--- src/rtl/uncached_dreq_ctrl_if.sv ---
// Pipeline-side and bus-side signal bundle for the uncached data-request controller.
// The master modport is the controller's view; the slave modport is the MEM stage
// together with the SRAM-like bus wrapper.
interface uncached_dreq_ctrl_if #(
  parameter int ADDR_W = 32,
  parameter int DATA_W = 32
);
  // MEM-stage request side
  logic                  pipe_req;
  logic                  pipe_wr;
  logic [ADDR_W-1:0]     pipe_addr;
  logic [2:0]            pipe_size;
  logic [DATA_W-1:0]     pipe_wdata;
  logic [DATA_W/8-1:0]   pipe_wstrb;
  logic                  pipe_ack;
  logic                  pipe_cancel;
  logic                  stall;
  logic [DATA_W-1:0]     drdata_uncached;
  logic                  rvalid;

  // SRAM-like data bus side
  logic                  bus_req;
  logic                  bus_wr;
  logic [1:0]            bus_size;
  logic [ADDR_W-1:0]     bus_addr;
  logic [DATA_W-1:0]     bus_wdata;
  logic [DATA_W/8-1:0]   bus_wstrb;
  logic                  bus_addr_ok;
  logic                  bus_data_ok;
  logic [DATA_W-1:0]     bus_rdata;

  modport master (
    input  pipe_req, pipe_wr, pipe_addr, pipe_size, pipe_wdata, pipe_wstrb,
    input  pipe_ack, pipe_cancel,
    output stall, drdata_uncached, rvalid,
    output bus_req, bus_wr, bus_size, bus_addr, bus_wdata, bus_wstrb,
    input  bus_addr_ok, bus_data_ok, bus_rdata
  );

  modport slave (
    output pipe_req, pipe_wr, pipe_addr, pipe_size, pipe_wdata, pipe_wstrb,
    output pipe_ack, pipe_cancel,
    input  stall, drdata_uncached, rvalid,
    input  bus_req, bus_wr, bus_size, bus_addr, bus_wdata, bus_wstrb,
    output bus_addr_ok, bus_data_ok, bus_rdata
  );
endinterface

--- src/rtl/uncached_dreq_ctrl.sv ---
// Uncached data-request controller: sequences one MEM-stage uncached access at a
// time onto the single-outstanding SRAM-like data bus, stalls the pipeline while
// the access is in flight and holds the captured read word until the pipeline
// acknowledges it.
// Optional build macro: UNCACHED_WPOST_EN -- when defined, stores are posted
// (the pipeline does not wait for them); when undefined, stores stall until the
// data phase completes, exactly like loads.
module uncached_dreq_ctrl #(
  parameter int ADDR_W = 32,
  parameter int DATA_W = 32
) (
  input  logic                 clk,
  input  logic                 rst,
  uncached_dreq_ctrl_if.master io
);

`ifdef UNCACHED_WPOST_EN
  localparam bit WPOST = 1'b1;
`else
  localparam bit WPOST = 1'b0;
`endif

  typedef enum logic [1:0] {
    IDLE = 2'd0,
    ADDR = 2'd1,
    DATA = 2'd2,
    HOLD = 2'd3
  } state_e;

  state_e                state_q, state_d;
  logic                  drop_q, drop_d;
  logic                  bus_req_q, bus_req_d;
  logic                  bus_wr_q, bus_wr_d;
  logic [1:0]            bus_size_q, bus_size_d;
  logic [ADDR_W-1:0]     bus_addr_q, bus_addr_d;
  logic [DATA_W-1:0]     bus_wdata_q, bus_wdata_d;
  logic [DATA_W/8-1:0]   bus_wstrb_q, bus_wstrb_d;
  logic [DATA_W-1:0]     rdata_q, rdata_d;
  logic                  rvalid_q, rvalid_d;

  // The in-flight transaction is a posted store: the pipeline already moved on,
  // so cancels no longer belong to it and no HOLD/ack handshake follows.
  logic posted;
  logic kill;
  logic eff_drop;
  logic req_take;
  logic done;
  logic is_word;

  assign posted   = WPOST & bus_wr_q;
  assign kill     = io.pipe_cancel & ~posted;
  // A cancel that lands in the completing cycle must still suppress the result.
  assign eff_drop = drop_q | kill;
  assign req_take = io.pipe_req & ~io.pipe_cancel;
  // Completion covers the combined address+data handshake in ADDR as well.
  assign done     = io.bus_data_ok &
                    (((state_q == ADDR) & io.bus_addr_ok) | (state_q == DATA));
  // Word-class accesses (LW/LWL/LWR/SW/SWL/SWR) go out word-aligned; the
  // downstream merge still sees the original low address bits.
  assign is_word  = (io.pipe_size == 3'd2);

  // State register: all controller state and registered bus outputs.
  always_ff @(posedge clk) begin
    if (rst) begin
      state_q     <= IDLE;
      drop_q      <= 1'b0;
      bus_req_q   <= 1'b0;
      bus_wr_q    <= 1'b0;
      bus_size_q  <= 2'd0;
      bus_addr_q  <= '0;
      bus_wdata_q <= '0;
      bus_wstrb_q <= '0;
      rdata_q     <= '0;
      rvalid_q    <= 1'b0;
    end else begin
      state_q     <= state_d;
      drop_q      <= drop_d;
      bus_req_q   <= bus_req_d;
      bus_wr_q    <= bus_wr_d;
      bus_size_q  <= bus_size_d;
      bus_addr_q  <= bus_addr_d;
      bus_wdata_q <= bus_wdata_d;
      bus_wstrb_q <= bus_wstrb_d;
      rdata_q     <= rdata_d;
      rvalid_q    <= rvalid_d;
    end
  end

  // Next-state logic: request latch, bus handshake progress, completion and cancel.
  always_comb begin
    state_d     = state_q;
    drop_d      = drop_q;
    bus_wr_d    = bus_wr_q;
    bus_size_d  = bus_size_q;
    bus_addr_d  = bus_addr_q;
    bus_wdata_d = bus_wdata_q;
    bus_wstrb_d = bus_wstrb_q;
    rdata_d     = rdata_q;
    rvalid_d    = rvalid_q;

    if (done) begin
      if (eff_drop) begin
        state_d = IDLE;
        drop_d  = 1'b0;
      end else if (posted) begin
        state_d = IDLE;
      end else begin
        state_d = HOLD;
        if (!bus_wr_q) begin
          rdata_d  = io.bus_rdata;
          rvalid_d = 1'b1;
        end
      end
    end else begin
      case (state_q)
        IDLE: begin
          if (req_take) begin
            state_d     = ADDR;
            bus_wr_d    = io.pipe_wr;
            bus_size_d  = is_word ? 2'd2 : io.pipe_size[1:0];
            bus_addr_d  = is_word ? {io.pipe_addr[ADDR_W-1:2], 2'b00} : io.pipe_addr;
            bus_wdata_d = io.pipe_wdata;
            bus_wstrb_d = io.pipe_wstrb;
          end
        end
        ADDR: begin
          if (io.bus_addr_ok) begin
            state_d = DATA;
            drop_d  = eff_drop;
          end else if (kill) begin
            // Nothing reached the bus yet, so the request can simply vanish.
            state_d = IDLE;
          end
        end
        DATA: begin
          // The bus owes us a data phase; remember a cancel and swallow it later.
          drop_d = eff_drop;
        end
        HOLD: begin
          if (io.pipe_ack || io.pipe_cancel) begin
            state_d  = IDLE;
            rvalid_d = 1'b0;
          end
        end
        default: state_d = IDLE;
      endcase
    end

    bus_req_d = (state_d == ADDR);
  end

  // Output logic: combinational stall plus the registered bus/result outputs.
  always_comb begin
    io.stall = 1'b0;
    case (state_q)
      IDLE:       io.stall = io.pipe_req & ~io.pipe_cancel & ~(WPOST & io.pipe_wr);
      ADDR, DATA: io.stall = posted ? io.pipe_req : 1'b1;
      default:    io.stall = 1'b0;
    endcase
    io.bus_req         = bus_req_q;
    io.bus_wr          = bus_wr_q;
    io.bus_size        = bus_size_q;
    io.bus_addr        = bus_addr_q;
    io.bus_wdata       = bus_wdata_q;
    io.bus_wstrb       = bus_wstrb_q;
    io.drdata_uncached = rdata_q;
    io.rvalid          = rvalid_q;
  end

endmodule

--- src/flat_wrapper.sv ---
// flat-port wrapper written by rule: the top's interface ports become plain ports
module uncached_dreq_ctrl_flat 
#(
  parameter int ADDR_W = 32,
  parameter int DATA_W = 32
)
  (clk, rst, io_pipe_req, io_pipe_wr, io_pipe_addr, io_pipe_size, io_pipe_wdata, io_pipe_wstrb, io_pipe_ack, io_pipe_cancel, io_stall, io_drdata_uncached, io_rvalid, io_bus_req, io_bus_wr, io_bus_size, io_bus_addr, io_bus_wdata, io_bus_wstrb, io_bus_addr_ok, io_bus_data_ok, io_bus_rdata);
  uncached_dreq_ctrl_if #(.ADDR_W(ADDR_W), .DATA_W(DATA_W)) io_i ();
  input  logic clk;
  input  logic rst;
  input wire logic [$bits(io_i.pipe_req)-1:0] io_pipe_req;
  input wire logic [$bits(io_i.pipe_wr)-1:0] io_pipe_wr;
  input wire logic [$bits(io_i.pipe_addr)-1:0] io_pipe_addr;
  input wire logic [$bits(io_i.pipe_size)-1:0] io_pipe_size;
  input wire logic [$bits(io_i.pipe_wdata)-1:0] io_pipe_wdata;
  input wire logic [$bits(io_i.pipe_wstrb)-1:0] io_pipe_wstrb;
  input wire logic [$bits(io_i.pipe_ack)-1:0] io_pipe_ack;
  input wire logic [$bits(io_i.pipe_cancel)-1:0] io_pipe_cancel;
  output wire logic [$bits(io_i.stall)-1:0] io_stall;
  output wire logic [$bits(io_i.drdata_uncached)-1:0] io_drdata_uncached;
  output wire logic [$bits(io_i.rvalid)-1:0] io_rvalid;
  output wire logic [$bits(io_i.bus_req)-1:0] io_bus_req;
  output wire logic [$bits(io_i.bus_wr)-1:0] io_bus_wr;
  output wire logic [$bits(io_i.bus_size)-1:0] io_bus_size;
  output wire logic [$bits(io_i.bus_addr)-1:0] io_bus_addr;
  output wire logic [$bits(io_i.bus_wdata)-1:0] io_bus_wdata;
  output wire logic [$bits(io_i.bus_wstrb)-1:0] io_bus_wstrb;
  input wire logic [$bits(io_i.bus_addr_ok)-1:0] io_bus_addr_ok;
  input wire logic [$bits(io_i.bus_data_ok)-1:0] io_bus_data_ok;
  input wire logic [$bits(io_i.bus_rdata)-1:0] io_bus_rdata;
  assign io_i.pipe_req = io_pipe_req;
  assign io_i.pipe_wr = io_pipe_wr;
  assign io_i.pipe_addr = io_pipe_addr;
  assign io_i.pipe_size = io_pipe_size;
  assign io_i.pipe_wdata = io_pipe_wdata;
  assign io_i.pipe_wstrb = io_pipe_wstrb;
  assign io_i.pipe_ack = io_pipe_ack;
  assign io_i.pipe_cancel = io_pipe_cancel;
  assign io_stall = io_i.stall;
  assign io_drdata_uncached = io_i.drdata_uncached;
  assign io_rvalid = io_i.rvalid;
  assign io_bus_req = io_i.bus_req;
  assign io_bus_wr = io_i.bus_wr;
  assign io_bus_size = io_i.bus_size;
  assign io_bus_addr = io_i.bus_addr;
  assign io_bus_wdata = io_i.bus_wdata;
  assign io_bus_wstrb = io_i.bus_wstrb;
  assign io_i.bus_addr_ok = io_bus_addr_ok;
  assign io_i.bus_data_ok = io_bus_data_ok;
  assign io_i.bus_rdata = io_bus_rdata;
  uncached_dreq_ctrl #(.ADDR_W(ADDR_W), .DATA_W(DATA_W)) u_core (.clk(clk), .rst(rst), .io(io_i));
endmodule
--- config.mk ---
export PLATFORM = sky130hd
export DESIGN_NAME = uncached_dreq_ctrl_flat
export DESIGN_NICKNAME = d
export VERILOG_FILES = /design/src/rtl/uncached_dreq_ctrl_if.sv /design/src/rtl/uncached_dreq_ctrl.sv /design/src/flat_wrapper.sv
export SDC_FILE = /design/constraint.sdc
export NUM_CORES = 1
export LEC_CHECK = 0
export ABC_AREA = 0
export CAP_MARGIN = 20
export CORE_UTILIZATION = 39
export DETAILED_ROUTE_END_ITERATION = 10
export PLACE_DENSITY = 0.82
export SETUP_SLACK_MARGIN = 0.4
export SYNTH_ARGS = -nofsm -noshare
export SYNTH_HDL_FRONTEND = slang
export SYNTH_SLANG_ARGS = --single-unit
--- constraint.sdc ---
create_clock -name clk -period 2.24 [get_ports clk]
set_input_delay 0.336 -clock clk [delete_from_list [all_inputs] [get_ports clk]]
set_output_delay 0.336 -clock clk [all_outputs]
set_load 0.01 [all_outputs]
== After elaboration in Yosys (flattened, before gate mapping) ==
Cells that the tools add are included.

* Bits in registers: 108
* Bits in latches: 0
* Bits in writable memories: 0
* Memory bits (read-only): 0
* Input port bits: 111
* Output and inout bits: 106
* Logic and storage cells: 57
* Memories kept: 0

* Add/subtract/negate cells: 0
* $mul: 0
* Divide/modulo/power cells: 0
* $lt $le $gt $ge: 0
* Equal/unequal tests: 9
* Shifts and indexed selects: 0
* Muxes and demuxes: 19
* Bitwise gates (word level): 9
* Reduce and logical (&&, ||, !) cells: 10

{| class="wikitable"
|+ Operators by type and width
! cell !! count
|-
| $mux W2 || 8
|-
| $reduce_and A3 Y1 || 3
|-
| $mux W1 || 8
|-
| $pmux W2 S3 || 1
|-
| $eq A2 B1 Y1 const B || 2
|-
| $eq A2 B2 Y1 const B || 2
|-
| $ne A2 B2 Y1 const B || 2
|-
| $not A1 Y1 || 4
|-
| $pmux W1 S2 || 2
|-
| $reduce_and A4 Y1 || 1
|-
| $reduce_bool A2 Y1 || 2
|-
| $and A1 B1 Y1 || 3
|-
| $eq A3 B2 Y1 const B || 1
|-
| $ne A3 B2 Y1 const B || 1
|-
| $reduce_bool A3 Y1 || 1
|-
| $logic_not A2 Y1 || 1
|-
| $ne A2 B1 Y1 const B || 1
|-
| $or A1 B1 Y1 || 2
|-
| $reduce_or A2 Y1 || 1
|-
| $logic_or A1 B1 Y1 || 1
|}

== Longest topological paths before layout ==
Gate-level depths: netlist of run 1.

* Depth after elaboration: 6
* Mapped depth: 8
* Depth with buffers taken out: 6

== Least setup slack after synthesis of run 1 ==
OpenSTA, ideal clock, no wires.

* Kind: register -> register
* Start: register u_core.state_q[0]
* End: register u_core.bus_req_q, in the netlist u_core.io.bus_req
* Setup time: 66 ps
* Arrival: 1604 ps
* Required time: 2174 ps
* Slack: 570 ps
* Stages on the path, launching flop included: 7
* Buffers on the path: 0
* Period minus slack after synthesis: 1670 ps
* Cell sequence: dfxtp_1 -> inv_1 -> ha_1 -> a21oi_4 -> nor2_1 -> or4_1 -> nor2_1

* Cells in the longest elaborated chain, start to end: 6
* Elaborated cells on any way between the ends: 14
* Those cells by class: eq/ne (4); mux (6); bitwise (3); reduce/logical (1)

{| class="wikitable"
|+ Ends and longest elaborated chain
! element !! RTL line !! RTL
|-
| from (decl) || uncached_dreq_ctrl.sv:30 || <nowiki>state_e state_q, state_d;</nowiki>
|-
| from (signal assigned) || uncached_dreq_ctrl.sv:76 || <nowiki>state_q <= state_d;</nowiki>
|-
| $eq A2 B1 Y1 || uncached_dreq_ctrl.sv:57, uncached_dreq_ctrl.sv:115 ||
|-
| $and A1 B1 Y1 || uncached_dreq_ctrl.sv:57 || <nowiki>(((state_q == ADDR) & io.bus_addr_ok) | (state_q == DATA));</nowiki>
|-
| $or A1 B1 Y1 || uncached_dreq_ctrl.sv:57 ||
|-
| $and A1 B1 Y1 || uncached_dreq_ctrl.sv:56 || <nowiki>assign done = io.bus_data_ok &</nowiki>
|-
| $mux W2 * || uncached_dreq_ctrl.sv:101 || <nowiki>if (done) begin</nowiki>
|-
| $eq A2 B1 Y1 * || uncached_dreq_ctrl.sv:149 || <nowiki>bus_req_d = (state_d == ADDR);</nowiki>
|-
| to (signal assigned) || uncached_dreq_ctrl.sv:78 || <nowiki>bus_req_q <= bus_req_d;</nowiki>
|-
| to (decl) || uncached_dreq_ctrl.sv:32 || <nowiki>logic bus_req_q, bus_req_d;</nowiki>
|}

Every way passes the cells marked *; elsewhere a longest branch is shown, timed or not.
A chain may end at the register's enable or synchronous reset.

== Final worst setup path of run 1 ==
* Start: input io_pipe_req
* End: output io_stall

* Cells in the longest elaborated chain, start to end: 2

{| class="wikitable"
|+ Ends and longest elaborated chain
! element !! RTL line !! RTL
|-
| from (decl) || flat_wrapper.sv:11 || <nowiki>input wire logic [$bits(io_i.pipe_req)-1:0] io_pipe_req;</nowiki>
|-
| $and A1 B1 Y1 || uncached_dreq_ctrl.sv:156 || <nowiki>IDLE: io.stall = io.pipe_req & ~io.pipe_cancel & ~(WPOST & io.pipe_wr);</nowiki>
|-
| $pmux W1 S2 || uncached_dreq_ctrl.sv:155 || <nowiki>case (state_q)</nowiki>
|-
| to (decl) || flat_wrapper.sv:19 || <nowiki>output wire logic [$bits(io_i.stall)-1:0] io_stall;</nowiki>
|}

No other way between the ends.

==> qor.txt, run 1 <==
Run status: completed
Area delta synth->final: 63.9%
Global Route Usage Sum: 22.0%
Ports: 217
Post-synth ARST share: 0%
Mapped Area: 3970 µm²
Per-cell routed wire length: 14.4 µm
Worst-case reg-to-reg path depth: 8
CP startpoint kind: primary input
Synth area leader: dfxtp_1
Synth top area cells: dfxtp_1, nand2_1, a21oi_1, ha_1, buf_2
Arr. time, crit path: 1440 ps
Total power: 4.36 mW
Crit. End Element: output port
RSZ-0062 raised after global routing: yes
Setup Crit Path Kind: in2out
IO Port Bufs: 216
Setup WS pre-CTS: 184 ps
Max cap viols: 0
Worst clock skew: 19.6 ps
CTS sink count: 108
Largest net degree at the start of global routing: 61
Clk slew on worst S/H paths: 100 ps
Clock Path Buffers: 2
Slew @ Worst Pin: 402 ps
Post-Syn Nets: 613
Max_slew headroom: 73.2%
Overflow after GRT: 0
Skew-Pair Late Insertion Delay: 360 ps
Class of the worst hold path: in2reg
Crit path cell chain: clkdlybuf4s50_1, nor2b_4, a21oi_2, nor2_1, dlygate4sd2_1
Initial antenna violation count: 0
Post-synth top area share: 54.4%
DRC: 0
Syn avg cell area: 8.03 µm²
Lkg Pwr: 2.31 nW
Final Core Density: 66.3%
Core ar.: 9820 µm²
Starting density of the core: 40.5%
Max stage delay on crit path: 520 ps
Final HPWL DP: 8730 µm
Vias per Instance: 4.83
Vias in the first global route: 3804
Main flop type after synthesis: dfxtp_1
Final ANT Viol Nets: 0
Yosys reg bits: 108
Max VDD drop: 0.399 mV
Sequential area share after synthesis: 54.4%
CTS tree: yes
DRT Wirelength: 12100 µm
Worst Path Required: 1900 ps
CTS H-tree depth: 3
Count leader, synth: nand2_1
Placed cell areas: 6250 µm²
Fmax: 0.562 GHz
Synth warn: 0
First-pass iteration count of the detailed router: 4
Cell count after synthesis: 495
First-pass GRT wire length: 18000 µm
Power Dens Cells: 669 nW/µm²
Share of cells above drive strength 1: 6.52%
Cell row count: 36
Final hold violations: 0
Post-synth top cells: nand2_1, dfxtp_1, a21oi_1, clkbuf_1, buf_2
Setup TNS: 0 ps
Root buffer cell: clkbuf_8
Inserted Diodes: 0
Full die area: 10600 µm²
Final Worst Setup Slack: 459 ps
Setup-failing EPs final: 0
Worst path slowest cell: clkdlybuf4s50_1
Via count: 4045
WHS Path Cells: 2
Final instance area: 6510 µm²
Die W: 103 µm
Num CTS Buffers: 9
Final period utilization: 79.5%
DRT iter0 DRCs: 134
Fin nets: 819
Number of fill cells: 828
Min Tclk post-route: 1780 ps
GPL Wtd Cong: 0.888
Distinct cells, synth: 32
CP max FO: 3
Slew Limit Fails: 0
Die Y: 103 µm
EDFF count, synth: 0
[logic make-up after synthesis]
kind of cell / share of synthesized area, %
AO/OA/AOI/OAI: 15.6
adder cells (fa/ha/maj): 2.20
buffers and inverters: 5.07
flip-flops: 54.4
AND/OR/NAND/NOR: 22.7
[sequential cells by signal, summed over array words and instances, names as in the netlist]
name / cells
u_core.io.bus_size: 2
u_core.io.bus_wstrb: 4
u_core.io.bus_addr: 32
u_core.io.rvalid: 1
u_core.drop_q: 1
u_core.io.bus_wdata: 32
u_core.state_q: 2
u_core.io.drdata_uncached: 32
u_core.io.bus_req: 1
u_core.io.bus_wr: 1
[where the power goes]
group,total (mW),internal [mW],switching (mW)
combinational,1.11,0.597,0.513
clock,1.11,0.446,0.668
sequential,2.13,2.06,0.0740
total,4.36,3.10,1.26
[worst max-delay path, delay by kind of cell]
family | cells | cell delay (ps)
buffers and inverters | 2 | 780
AND/OR/NAND/NOR | 2 | 260
AO/OA/AOI/OAI | 1 | 60
[layout make-up]
cell class / count / area [µm²] / area share (%)
Timing Repair Buffer: 229 / 2310 / 35.5
Sequential cell: 108 / 2170 / 33.3
Multi-Input combinational cell: 347 / 1660 / 25.4
Tap cell: 133 / 166 / 2.56
Clock buffer: 10 / 138 / 2.11
Clock inverter: 5 / 46.3 / 0.711
Inverter: 6 / 25.0 / 0.384
[cell usage in the layout, fill, tap and decap left out, types with 2 or more instances in the layout]
cell type / count
a21oi_1: 102
a21oi_2: 2
a22oi_1: 2
buf_12: 4
buf_4: 9
clkbuf_8: 10
clkdlybuf4s50_1: 214
clkinv_4: 4
dfxtp_1: 106
dfxtp_4: 2
ha_1: 4
ha_4: 2
inv_1: 4
nand2_1: 203
nand3_1: 2
nor2_1: 7
o21ai_0: 2
[path summary, 6_finish.rpt]
check,startpoint,endpoint,slack [ps]
hold / removal,rst,u_core.io.drdata_uncached[12],410
setup reg to reg,u_core.state_q[1],u_core.io.drdata_uncached[22],460
setup / recovery,io_pipe_req,io_stall,460
hold reg to reg,u_core.io.drdata_uncached[19],u_core.io.drdata_uncached[19],460
[repair_timing]
item | 4_1_cts | 5_1_grt
endpoints found under the setup margin | 6 | 14
hold buffers | 0 | 0
buffers inserted | 2 | 1
gates resized for setup | 10 | 7
pin swaps | 0 | 2
[through the flow]
step	hold slack (ps)	instances
floorplan	472	495
global placement	440	820
detailed placement	446	820
CTS	389	837
global route	396	838
finish	405	838
[routing by layer]
metal  share of wire [%]  track usage, %  wire (µm)  vias up
met2                  50            39.5       6050      167
li1                    -               -          -     2014
met1                  39            23.7       4670     1849
met5                   0               0          0        -
met4                 1.7            7.80        209        0
met3                 9.6            8.00       1160       15
No activity file was read; power rests on OpenSTA's default activity.
==> inputs of run 2 (changes only) <==
CORE_UTILIZATION = 35   (was 39)
PLACE_DENSITY = 0.77   (was 0.82)
clock period = 1.5 ns   (was 2.24 ns; I/O delays follow)
==> run 2 against run 1 <==
Effect of this change: the run now ends with setup timing left; cell count up 5.1%; routed wire length increased by 14%; largest power group unchanged; clock skew fell by 15 ps; die area grew 11%; cell area rose by 11%; core utilization rose by 0.063 points; count of clock-buffer cells in the layout is 1 higher; hold slack worse by 110 ps.
==> qor.txt, run 2 (synthesis gave the netlist of run 1 again) <==
Flop pwr share: 40.7% (-8.3 points)
Class of the worst hold path: in2reg
CTS tree: yes
Inserted Diodes: 0 (unchanged)
Worst clock skew: 5.09 ps (-14.6 ps)
CTS sink count: 108 (unchanged)
Largest net degree at the start of global routing: 45 (-26%)
DRT Wirelength: 13700 µm (+14%)
Area delta synth->final: 82.7%
Overflow after GRT: 0 (unchanged)
CP max FO: 33 (+30)
Final ANT Viol Nets: 0 (unchanged)
Num CTS Buffers: 9 (unchanged)
Gate power share: 28.1% (+2.6 points)
Core ar.: 10900 µm² (+11%)
Fmax: 0.609 GHz
Sw frac: 27.5% (-1.3 points)
Number of fill cells: 891 (+7.6%)
Vias per Instance: 4.82 (-0.15%)
Initial antenna violation count: 0 (unchanged)
Cell row count: 38 (+5.6%)
Root buffer cell: clkbuf_16
Hold Path Origin: rst
IO Port Bufs: 216 (unchanged)
Power Internal: 5.76 mW (+86%)
Failing checks: setup timing
Commonest non-fill, non-tap cell in the layout: nand2_1
Setup Crit Path Kind: reg2reg
Lkg Pwr: 3.01 nW (+30%)
First-pass iteration count of the detailed router: 4 (unchanged)
Arr. time, crit path: 1910 ps (+470 ps)
Post-CTS Hold Fix Bufs: 0 (unchanged)
Min Tclk post-route: 1640 ps
Crit. End Element: flop
Most frequent cells in the layout: nand2_1, clkdlybuf4s50_1, buf_2
Max VDD drop: 0.593 mV (+49%)
Power Dens Cells: 1090 nW/µm² (+64%)
Die W: 109 µm (+5.5%)
Slew Limit Fails: 0 (unchanged)
Final period utilization: 109%
Vias in the first global route: 3936 (+3.5%)
RSZ-0062 raised after global routing: yes
Ports: 217 (unchanged)
Final hold violations: 0 (unchanged)
CTS H-tree depth: 3 (unchanged)
CP startpoint kind: flop
Setup TNS: -3030 ps (-3030 ps)
Setup-failing EPs final: 38 (+38)
Clk slew on worst S/H paths: 70 ps (-30 ps)
Via count: 4246 (+5.0%)
Starting density of the core: 36.3% (-4.1 points)
Worst Path Required: 1770 ps (-130 ps)
Slew @ Worst Pin: 468 ps (+65.9 ps)
DRC: 0 (unchanged)
First-pass GRT wire length: 18800 µm (+4.7%)
Total power: 7.95 mW (+82%)
Skew-Pair Late Insertion Delay: 340 ps (-20 ps)
Clk pwr share: 31.2% (+5.6 points)
Final Worst Setup Slack: -141 ps (-600 ps)
Origin of the critical flop-to-flop path: u_core.state_q[0]
Psw: 2.19 mW (+74%)
Full die area: 11800 µm² (+11%)
Share of cells above drive strength 1: 44.8% (+38 points)
Clock Path Buffers: 2 (unchanged)
Max_slew headroom: 68.8% (-4.4 points)
Run status: finished with violations
Fin nets: 855 (+4.4%)
Worst setup startpoint: u_core.state_q[0]
Per-cell routed wire length: 15.6 µm (+8.1%)
DRT iter0 DRCs: 227 (+69%)
Die Y: 109 µm (+5.5%)
Max cap viols: 0 (unchanged)
Global Route Usage Sum: 20.6% (-1.4 points)
Final HPWL DP: 9020 µm (+3.3%)
GPL Wtd Cong: 0.813 (-8.4%)
## run 2: power groups by stage
stage,clock [mW],sequential (mW),combinational [mW]
after floorplan,0,3.35,0.720
after global routing,2.65,3.26,2.39
after CTS,2.54,3.19,1.72
final,2.48,3.24,2.23
after detailed placement,0,3.25,1.82
after global placement,0,3.24,1.78
## run 2: routing by layer
metal	routed length, µm	GRT usage [%]	vias to the layer above
li1	-	-	2088
met1	5320	23.3	1992
met2	7280	36.7	145
met3	833	4.76	21
met4	310	8.78	0
met5	0	0	-
## run 2: critical path, cell delays in order, from the launching register on
cell and delay (ps):
dfxtp_4 370, inv_6 80, buf_6 100, ha_4 180
a21oi_4 60, nor4b_4 280, buf_12 230, nand2_1 110
a21oi_2 140
## run 2: repair_timing
item	4_1_cts	5_1_grt
buffers inserted	3	4
setup endpoints to repair	214	114
cloned	0	11
gates resized for setup	457	161
pin swaps	23	61
## run 2: worst paths after layout
check | endpoint | slack [ps] | cells past startpoint
worst max-delay path | u_core.io.drdata_uncached[20] | -140 | 8
worst min-delay path | u_core.io.drdata_uncached[23] | 300 | 2
worst max register to register | u_core.io.drdata_uncached[20] | -140 | 8
worst min register to register | u_core.io.bus_addr[11] | 450 | 2
## run 2: final cells by class
type	count	area (µm²)	share of cell area, %
clock buffers	11	233	3.21
inverters	6	30.0	0.414
well taps	140	175	2.41
flip-flops and latches	108	2230	30.8
multi-input cells	347	2160	29.7
repair buffers	265	2360	32.5
clock inverters	4	73.8	1.02
## run 2: per-stage QoR
stage | cell area (µm²) | setup WS, ps | util (%) | instances | hold slack (ps)
2_1_floorplan | 4140 | 84.9 | - | 495 | 361
3_3_place_gp | 6580 | -484 | 60.2 | 848 | 440
3_5_place_dp | 6580 | -490 | 60.2 | 848 | 447
4_1_cts | 6480 | -105 | 59.3 | 866 | 271
5_1_grt | 7260 | -193 | 66.4 | 881 | 310
6_report | 7260 | -141 | 66.4 | 881 | 295
